$ cat src/rtl/game_round_ctrl.sv
// game_round_ctrl: round sequencer for the game datapath.
// Runs load (INPUT) and read (IREAD) bursts of CYCLE_LEN cycles, each closed by
// a single WRITEOUT cycle. It counts completed rounds up to WIN_ROUNDS and then
// parks in WIN. An internal gap timer holds off IREAD for GAP_CYCLES cycles
// after reset or after a WRITEOUT.
// Optional build macro WAIT_TIMEOUT_EN: when defined, a stay in WAIT that lasts
// TIMEOUT_CYCLES cycles ends in LOSE.
module game_round_ctrl #(
  parameter int CYCLE_LEN      = 16,
  parameter int COUNT_W        = 4,
  parameter int WIN_ROUNDS     = 50,
  parameter int ROUND_W        = 9,
  parameter int GAP_CYCLES     = 8,
  parameter int GAP_W          = 4,
  parameter int TIMEOUT_CYCLES = 255,
  parameter int TIMEOUT_W      = 8
) (
  input  logic               clka,
  input  logic               reset,
  input  logic               inp,
  input  logic               run,
  input  logic               wai,
  input  logic               lose_sig,
  output logic [2:0]         state,
  output logic [COUNT_W-1:0] count,
  output logic [ROUND_W-1:0] rounds,
  output logic               gap_done,
  output logic               load_data,
  output logic               read_data,
  output logic               write_data,
  output logic               writeout,
  output logic               restart,
  output logic               win,
  output logic               lose
);

  typedef enum logic [2:0] {
    ST_IDLE     = 3'b000,
    ST_WIN      = 3'b001,
    ST_INPUT    = 3'b010,
    ST_IREAD    = 3'b011,
    ST_WRITEOUT = 3'b100,
    ST_WAIT     = 3'b101,
    ST_LOSE     = 3'b110,
    ST_RESTART  = 3'b111
  } state_t;

  localparam logic [COUNT_W-1:0] CNT_LAST = COUNT_W'(CYCLE_LEN - 1);
  localparam logic [COUNT_W-1:0] CNT_ONE  = COUNT_W'(1);
  localparam logic [ROUND_W:0]   RND_ONE  = (ROUND_W + 1)'(1);
  localparam logic [ROUND_W:0]   RND_WIN  = (ROUND_W + 1)'(WIN_ROUNDS);
  localparam logic [GAP_W-1:0]   GAP_MAX  = GAP_W'(GAP_CYCLES);
  localparam logic [GAP_W-1:0]   GAP_ONE  = GAP_W'(1);

  // Decode order: {load_data, read_data, write_data, writeout, restart, win, lose}
  localparam logic [6:0] DEC_RESTART = 7'b0000100;

  // Decode a state code into the seven Moore output strobes.
  function automatic logic [6:0] decode_state(input state_t s);
    logic [6:0] d;
    d = 7'b0000000;
    case (s)
      ST_INPUT:    d = 7'b1010000;
      ST_IREAD:    d = 7'b0110000;
      ST_WRITEOUT: d = 7'b0001000;
      ST_RESTART:  d = 7'b0000100;
      ST_WIN:      d = 7'b0000010;
      ST_LOSE:     d = 7'b0000001;
      default:     d = 7'b0000000;
    endcase
    return d;
  endfunction

  state_t             state_q, state_d;
  logic [COUNT_W-1:0] count_q, count_d;
  logic [ROUND_W-1:0] rounds_q, rounds_d;
  logic [GAP_W-1:0]   gap_q, gap_d;
  logic               gap_done_q, gap_done_d;
  logic [6:0]         dec_q, dec_d;
  logic [ROUND_W:0]   rounds_inc_s;
  logic               reach_win_s;
  logic               in_burst_s;
  logic               wait_timeout_s;

  assign rounds_inc_s = {1'b0, rounds_q} + RND_ONE;
  assign reach_win_s  = (rounds_inc_s >= RND_WIN);
  assign in_burst_s   = (state_q == ST_INPUT) || (state_q == ST_IREAD);

`ifdef WAIT_TIMEOUT_EN
  localparam logic [TIMEOUT_W-1:0] TO_LAST = TIMEOUT_W'(TIMEOUT_CYCLES - 1);
  localparam logic [TIMEOUT_W-1:0] TO_ONE  = TIMEOUT_W'(1);

  logic [TIMEOUT_W-1:0] to_q, to_d;

  assign wait_timeout_s = (to_q == TO_LAST);

  // The timeout counter restarts on every entry to WAIT and counts while the FSM stays there.
  always_comb begin
    to_d = {TIMEOUT_W{1'b0}};
    if ((state_q == ST_WAIT) && (state_d == ST_WAIT)) begin
      if (to_q == TO_LAST) begin
        to_d = to_q;
      end else begin
        to_d = to_q + TO_ONE;
      end
    end else begin
      to_d = {TIMEOUT_W{1'b0}};
    end
  end

  // Timeout counter register.
  always_ff @(posedge clka) begin
    if (reset) begin
      to_q <= {TIMEOUT_W{1'b0}};
    end else begin
      to_q <= to_d;
    end
  end
`else
  assign wait_timeout_s = 1'b0;
`endif

  // Next-state logic; bursts ignore requests, and WIN and LOSE are left only by reset.
  always_comb begin
    state_d = state_q;
    case (state_q)
      ST_RESTART: begin
        if (inp) begin
          state_d = ST_INPUT;
        end else begin
          state_d = ST_IDLE;
        end
      end
      ST_IDLE: begin
        if (inp) begin
          state_d = ST_INPUT;
        end else if (run) begin
          if (lose_sig || wai || !gap_done_q) begin
            state_d = ST_WAIT;
          end else begin
            state_d = ST_IREAD;
          end
        end else if (wai) begin
          state_d = ST_WAIT;
        end else begin
          state_d = ST_IDLE;
        end
      end
      ST_INPUT, ST_IREAD: begin
        if (count_q == CNT_LAST) begin
          state_d = ST_WRITEOUT;
        end else begin
          state_d = state_q;
        end
      end
      ST_WRITEOUT: begin
        if (reach_win_s) begin
          state_d = ST_WIN;
        end else begin
          state_d = ST_IDLE;
        end
      end
      ST_WAIT: begin
        if (lose_sig) begin
          state_d = ST_LOSE;
        end else if (!wai && gap_done_q) begin
          state_d = ST_IDLE;
        end else if (wait_timeout_s) begin
          state_d = ST_LOSE;
        end else begin
          state_d = ST_WAIT;
        end
      end
      ST_WIN:  state_d = ST_WIN;
      ST_LOSE: state_d = ST_LOSE;
      default: state_d = ST_RESTART;
    endcase
  end

  // Burst index, round counter, gap timer and the registered output decodes.
  always_comb begin
    count_d    = {COUNT_W{1'b0}};
    rounds_d   = rounds_q;
    gap_d      = gap_q;
    gap_done_d = 1'b0;
    dec_d      = 7'b0000000;

    if (in_burst_s && (count_q != CNT_LAST)) begin
      count_d = count_q + CNT_ONE;
    end else begin
      count_d = {COUNT_W{1'b0}};
    end

    if (state_q == ST_WRITEOUT) begin
      if (reach_win_s) begin
        rounds_d = RND_WIN[ROUND_W-1:0];
      end else begin
        rounds_d = rounds_inc_s[ROUND_W-1:0];
      end
      gap_d = {GAP_W{1'b0}};
    end else begin
      rounds_d = rounds_q;
      if (gap_q == GAP_MAX) begin
        gap_d = gap_q;
      end else begin
        gap_d = gap_q + GAP_ONE;
      end
    end

    gap_done_d = (gap_d == GAP_MAX);
    dec_d      = decode_state(state_d);
  end

  // State and datapath registers; reset returns the block to RESTART with everything cleared.
  always_ff @(posedge clka) begin
    if (reset) begin
      state_q    <= ST_RESTART;
      count_q    <= {COUNT_W{1'b0}};
      rounds_q   <= {ROUND_W{1'b0}};
      gap_q      <= {GAP_W{1'b0}};
      gap_done_q <= 1'b0;
      dec_q      <= DEC_RESTART;
    end else begin
      state_q    <= state_d;
      count_q    <= count_d;
      rounds_q   <= rounds_d;
      gap_q      <= gap_d;
      gap_done_q <= gap_done_d;
      dec_q      <= dec_d;
    end
  end

  assign state      = state_q;
  assign count      = count_q;
  assign rounds     = rounds_q;
  assign gap_done   = gap_done_q;
  assign load_data  = dec_q[6];
  assign read_data  = dec_q[5];
  assign write_data = dec_q[4];
  assign writeout   = dec_q[3];
  assign restart    = dec_q[2];
  assign win        = dec_q[1];
  assign lose       = dec_q[0];

endmodule

$ cat config.mk
export PLATFORM = sky130hd
export DESIGN_NAME = game_round_ctrl
export DESIGN_NICKNAME = d
export VERILOG_FILES = /design/src/rtl/game_round_ctrl.sv
export SDC_FILE = /design/constraint.sdc
export NUM_CORES = 1
export LEC_CHECK = 0
export CAP_MARGIN = 10
export CORE_MARGIN = 2
export CORE_UTILIZATION = 29
export CTS_BUF_LIST = sky130_fd_sc_hd__clkbuf_16
export DETAILED_ROUTE_END_ITERATION = 8
export PLACE_DENSITY = 0.6
export SKIP_LAST_GASP = 1
export SYNTH_ARGS = -nofsm -noshare
export SYNTH_HDL_FRONTEND = slang
export SYNTH_SLANG_ARGS = --single-unit
export TNS_END_PERCENT = 20
$ cat constraint.sdc
create_clock -name clka -period 3.05 [get_ports clka]
set_input_delay 0.4575 -clock clka [delete_from_list [all_inputs] [get_ports clka]]
set_output_delay 0.4575 -clock clka [all_outputs]
set_load 0.01 [all_outputs]
==> results of run 1 <==
## placed cells by master, fill, tap and decap left out, drive strengths merged, types with 2 or more instances in the layout
master,n
o21ai,6
clkdlybuf4s50,29
ha,5
o221a,2
a311oi,2
nand2b,3
inv,9
o211ai,2
or3,2
and4,3
and3,7
nand3,11
nand2,10
xnor2,4
nor3b,3
a21oi,7
nand4,2
dfxtp,28
clkbuf,3
xor2,2
nor2,13
a31oi,4
nor3,6
o32ai,2
nor2b,4
nor4b,3
a211oi,2
## state kept, by name (all words and copies together) (netlist names)
name,cells
state,3
dec_q,7
count,4
rounds,9
gap_q,4
gap_done,1
## metal layers
| metal | GRT usage | part of all wire | vias up |
|---|---|---|---|
| li1 | - | - | 633 |
| met1 | 0.165 | 0.52 | 568 |
| met2 | 0.181 | 0.43 | 25 |
| met3 | 0.0233 | 0.038 | 2 |
| met4 | 0.0424 | 0.0094 | 0 |
| met5 | 0 | 0 | - |
## synth_stat cells, types with 2 or more instances
master and count:
dfxtp_1 28, nor2_1 13, nand3_1 11, nand2_1 10
inv_1 9, a21oi_1 7, o21ai_0 6, and3_1 5
buf_2 5, ha_1 5, nor3_1 5, a31oi_1 4
clkbuf_1 4, nor2b_1 4, xnor2_1 4, nand2b_1 3
nor3b_1 3, nor4b_1 3, a211oi_1 2, a311oi_1 2
and3_2 2, and4_1 2, nand4_1 2, o32ai_1 2
or3_1 2, xor2_1 2
## cell families (layout without fill, tap and decap cells)
family | Yosys count | count (layout) | synth area share
and+or+nand+nor | 69 | 69 | 0.274
AOI/OAI and AO/OA | 35 | 35 | 0.190
DFF | 28 | 28 | 0.400
buffers and inverters | 18 | 43 | 0.0527
xor gates and xnor gates | 6 | 6 | 0.0375
adders and majority gates | 5 | 5 | 0.0447
## critical path: cells and delay by family, from the launching register on
family                     cells  cell delay, ns
AOI/OAI and AO/OA              3            0.81
adders and majority gates      1            0.28
buffers and inverters          1            0.07
DFF                            1            0.43
and+or+nand+nor                2            0.44
## metrics by stage
step | total power, mW | setup WS [ns]
floorplan | 0.513 | 1.10
global placement | 0.580 | 0.953
detailed placement | 0.579 | 0.881
CTS | 0.963 | 0.936
global route | 1.00 | 0.736
finish | 0.950 | 0.927
## where the power goes
part,internal [mW],switching [mW]
logic,0.0808,0.0732
registers,0.391,0.0251
clock network,0.261,0.119
total,0.733,0.217
## layout make-up
class | count | area share
multi-input cells | 115 | 0.418
flip-flops and latches | 28 | 0.306
repair buffers | 30 | 0.163
clock buffers | 3 | 0.0410
well taps | 54 | 0.0369
inverters | 9 | 0.0185
clock inverters | 1 | 0.0164
## how the worst max path moves through the flow
stage | from | endpoint | slack (ns)
6_report | rounds[1] | rounds[1] | 0.93
5_1_grt | rounds[0] | rounds[2] | 0.74
4_1_cts | rounds[1] | rounds[1] | 0.94
3_5_place_dp | wai | dec_q[6] | 0.88
3_3_place_gp | wai | dec_q[6] | 0.95
2_1_floorplan | rounds[1] | dec_q[5] | 1.10
==> impl_metrics.csv, run 1 <==
group,metric,value,unit
yosys,synth_top_area_cell,"dfxtp_1",
yosys,seq_area_frac_synth,0.400,
final_layout,fillers,476,
worst_setup_path,end_kind,"register",
detailed_routing,ant_nets,0,
floorplanning,coreArea,4690,µm²
pwr,p_leak,0.687,nW
yosys,async_flop_share,0,
timing,timing.final.max_slew_violations,0,
detailed_routing,first_iter_violations,65,
hold_path,hold_depth,1,
final_layout,layout.nets,198,
worst_setup_path,crit_fanout,7,
detailed_routing,dr.pass1.iters,4,
clock_tree,cts_buffers,3,
floorplanning,initial_core_util,0.298,
floorplanning,fp-row-count,25,
detailed_routing,wire_per_inst,12.4,µm
timing,period_share,0.696,
timing,slew_headroom,0.643,
clock_tree,postCtsHoldBufs,0,
grt,globalRouteOverflowTotal,0,
worst_setup_path,ff2ff_path_depth,7,
pwr,irDropWorstVdd,213,µV
hold_path,worstHoldStart,"count[0]",
placement,gp_congestion,0.840,
grt,grt_first_pass_wirelength,5030,µm
yosys,synth-edff-count,0,
detailed_routing,vias,1228,
timing,hold_viol,0,
timing,min_period,2.12,ns
timing,clock.fmax,0.471,GHz
placement,placed_cells,236,
job,max_cap_violations,0,
final_layout,instances_no_fill,240,
floorplanning,num_io_pins,30,
final_layout,stdcell_area,1830,µm²
worst_setup_path,cp.required,3.20,ns
floorplanning,die_w,73.5,µm
grt,grt_max_degree,17,
yosys,synth.area.top_cells,"dfxtp_1 (40%), ha_1 (4.5%), nand3_1 (3.9%), nor2_1 (3.5%), nand2_1 (2.7%)",
clock_tree,post_cts_buffers,0,
timing,tightest_slew,0.529,ns
placement,dp_hpwl,2180,µm
timing,setup_viol_count_final,0,
timing,rsz0062_at_grt,"false",
yosys,synth_cell_types,42,
worst_setup_path,crit_chain,"inv_1, ha_1, nor2b_1, a311o_1, o221a_4, nand3_1, o221a_2",
final_layout,area_delta_synth_final,30.7,%
worst_setup_path,crit_path_start_kind,"register",
worst_setup_path,critPathMaxStageDelay,0.43,ns
worst_setup_path,criticalPathCategory,"reg2reg",
worst_setup_path,cp.arrival,2.28,ns
detailed_routing,drc,0,
yosys,post_synth.cell_area_avg,8.70,µm²
clock_tree,cts_root_buf,"clkbuf_16",
yosys,synth_top_area_frac,0.400,
clock_tree,cts_tree,"yes",
timing,whs,0.460,ns
final_layout,antenna_cells,0,
yosys,ys_seq_elements,28,
final_layout,fin_util,0.390,
clock_tree,cts_sinks,28,
hold_path,hp-class,"reg2reg",
placement,dpl-instance-area,1730,µm²
grt,gr-usage-all-layers,0.118,
timing,fin_tns_setup,0,ns
placement,io_buffers,29,
yosys,synthFlopType,"dfxtp_1",
clock_tree,cts-resized-gates,0,
clock_tree,path_clk_slew,0.07,ns
pwr,power_density,519,nW/µm²
worst_setup_path,r2r_end,"rounds[1]",
yosys,netlist_instances,161,
clock_tree,cts_max_path_buffers,2,
final_layout,drive_above_1_share,0.0699,
clock_tree,insertion_delay,0.26,ns
hold_path,hold_end,"count[0]",
detailed_routing,vias_per_cell,5.12,
outcome,outcome,"finished, final reports clean",
yosys,synthesis.nets,172,
worst_setup_path,rr_startpoint,"rounds[1]",
clock_tree,htreeDepth,1,
final_layout,multi_input_area,766,µm²
final_layout,regArea,561,µm²
yosys,yosysWarnings,0,
grt,grt_antenna_before_repair,0,
timing,finalClockSkew,0.000938,ns
floorplanning,dieArea,5400,µm²
worst_setup_path,crit_slowest_cell,"dfxtp_1",
grt,grt_pass1_vias,1098,
detailed_routing,drt-total-wl,2980,µm
floorplanning,die_h,73.5,µm
yosys,synth.cell_area,1400,µm²
worst_setup_path,r2r_slack,0.93,ns
No activity file was read; power rests on OpenSTA's default activity.
==> run 2: changes to the inputs <==
Clock period 3.05 ns to 2.14 ns, I/O delays scaled along.
==> run 2 against run 1 <==
Worst setup slack worse by 0.79 ns. Clock skew increased by 0.0013 ns. Critical path depth did not move. Clock power increased by 44%. Sequential power increased by 43%. Die area did not move. Sequential cell count is the same. Via count up 1.5%. Clock-buffer cell count did not move. Register-to-register slack lost 0.79 ns. Global-route usage about the same.
==> impl_metrics.csv, run 2 (synthesis gave the netlist of run 1 again) <==
group,metric,value,unit
timing,rsz0062_at_grt,"false",
timing,min_period,2.00,ns
detailed_routing,vias,1247,
worst_setup_path,cp.required,2.34,ns
timing,finalClockSkew,0.00224,ns
final_layout,drive_above_1_share,0.106,
clock_tree,cts_buffers,3,
job,max_cap_violations,0,
grt,grt_first_pass_wirelength,5070,µm
worst_setup_path,cp.arrival,2.21,ns
detailed_routing,dr.pass1.iters,4,
timing,fin_tns_setup,0,ns
timing,setup_viol_count_final,0,
worst_setup_path,ff2ff_path_depth,7,
pwr,irDropWorstVdd,379,µV
placement,dp_hpwl,2290,µm
final_layout,antenna_cells,0,
placement,io_buffers,29,
timing,timing.final.max_slew_violations,0,
worst_setup_path,crit_path_start_kind,"register",
clock_tree,cts_root_buf,"clkbuf_16",
timing,slew_headroom,0.638,
grt,grt_antenna_before_repair,0,
floorplanning,coreArea,4690,µm²
floorplanning,fp-row-count,25,
worst_setup_path,criticalPathCategory,"reg2reg",
worst_setup_path,crit_fanout,7,
grt,globalRouteOverflowTotal,0,
detailed_routing,ant_nets,0,
worst_setup_path,critPathTopFamily,"compound AO/OA/AOI/OAI gates",
final_layout,area_delta_synth_final,32.6,%
timing,hold_viol,0,
floorplanning,die_w,73.5,µm
worst_setup_path,crit_slowest_cell,"dfxtp_2",
detailed_routing,vias_per_cell,5.15,
grt,grt_max_degree,17,
final_layout,largest_register_ffs,9,
placement,gp_congestion,0.843,
detailed_routing,drc,0,
grt,gr-usage-all-layers,0.119,
worst_setup_path,end_kind,"register",
grt,grt_pass1_vias,1072,
final_layout,fillers,482,
detailed_routing,drt-total-wl,3100,µm
outcome,outcome,"finished, final reports clean",
floorplanning,initial_core_util,0.298,
timing,clock.fmax,0.500,GHz
hold_path,hp-class,"reg2reg",
pwr,p_leak,0.698,nW
hold_path,hold_depth,1,
worst_setup_path,cp_num_buf_inv,1,
worst_setup_path,crit_chain,"inv_1, ha_1, nor2b_2, a311o_1, o221a_4, o211ai_4, and4b_1",
floorplanning,die_h,73.5,µm
clock_tree,post_cts_buffers,0,
final_layout,layout.nets,200,
clock_tree,cts_tree,"yes",
worst_setup_path,critPathMaxStageDelay,0.39,ns
pwr,power_density,737,nW/µm²
final_layout,mostFrequentLayoutCell,"clkdlybuf4s50_1",
worst_setup_path,cp.depth,7,
floorplanning,dieArea,5400,µm²
timing,tightest_slew,0.537,ns
clock_tree,cts_max_path_buffers,2,
detailed_routing,wire_per_inst,12.8,µm
clock_tree,path_clk_slew,0.07,ns
floorplanning,num_io_pins,30,
timing,whs,0.464,ns
detailed_routing,first_iter_violations,50,
timing,period_share,0.935,
clock_tree,cts_sinks,28,
final_layout,final_cell_mix,"clkdlybuf4s50_1 (29), dfxtp_1 (26), nor2_1 (13), nand3_1 (11), nand2_1 (10)",
clock_tree,insertion_delay,0.26,ns
clock_tree,htreeDepth,1,
## run 2: power by group
group / total (mW) / switching, mW / internal (mW)
Sequential: 0.594 / 0.0362 / 0.557
Combinational: 0.229 / 0.108 / 0.121
Clock: 0.546 / 0.174 / 0.372
## run 2: final cells by class
| type | instances | area (µm²) | share of cell area |
|---|---|---|---|
| clock buffers | 3 | 75.1 | 0.0404 |
| clock inverters | 1 | 30.0 | 0.0162 |
| inverters | 9 | 33.8 | 0.0182 |
| multi-input cells | 115 | 774 | 0.417 |
| flip-flops and latches | 28 | 563 | 0.303 |
| well taps | 54 | 67.6 | 0.0364 |
| repair buffers | 32 | 313 | 0.168 |
## run 2: metrics by stage
step                       util  cells  power (mW)  setup WS, ns  instance area, µm²
after floorplan               -    161       0.731         0.186                1400
after global placement    0.371    238       0.831        0.0703                1740
after detailed placement  0.371    238       0.833        0.0332                1740
after CTS                 0.393    242        1.38        0.0219                1850
after global routing      0.396    242        1.43        0.0654                1860
final                     0.396    242        1.37         0.138                1860
## run 2: path summary, 6_finish.rpt
path             start  slack [ns]  endpoint
max          rounds[1]        0.14  dec_q[5]
min           count[0]        0.46  count[0]
max reg2reg  rounds[1]        0.14  dec_q[5]
min reg2reg   count[0]        0.46  count[0]
## run 2: layer usage
layer / vias to the layer above / part of all wire / GRT usage
met5: - / 0 / 0
met4: 0 / 0 / 0.0303
met3: 0 / 0.035 / 0.0288
met2: 26 / 0.46 / 0.185
met1: 587 / 0.50 / 0.165
li1: 634 / - / -
## run 2: what timing repair did
action / in CTS / in global routing
hold buffers: 0 / 0
setup endpoints to repair: 0 / 10
gates resized for setup: 0 / 6
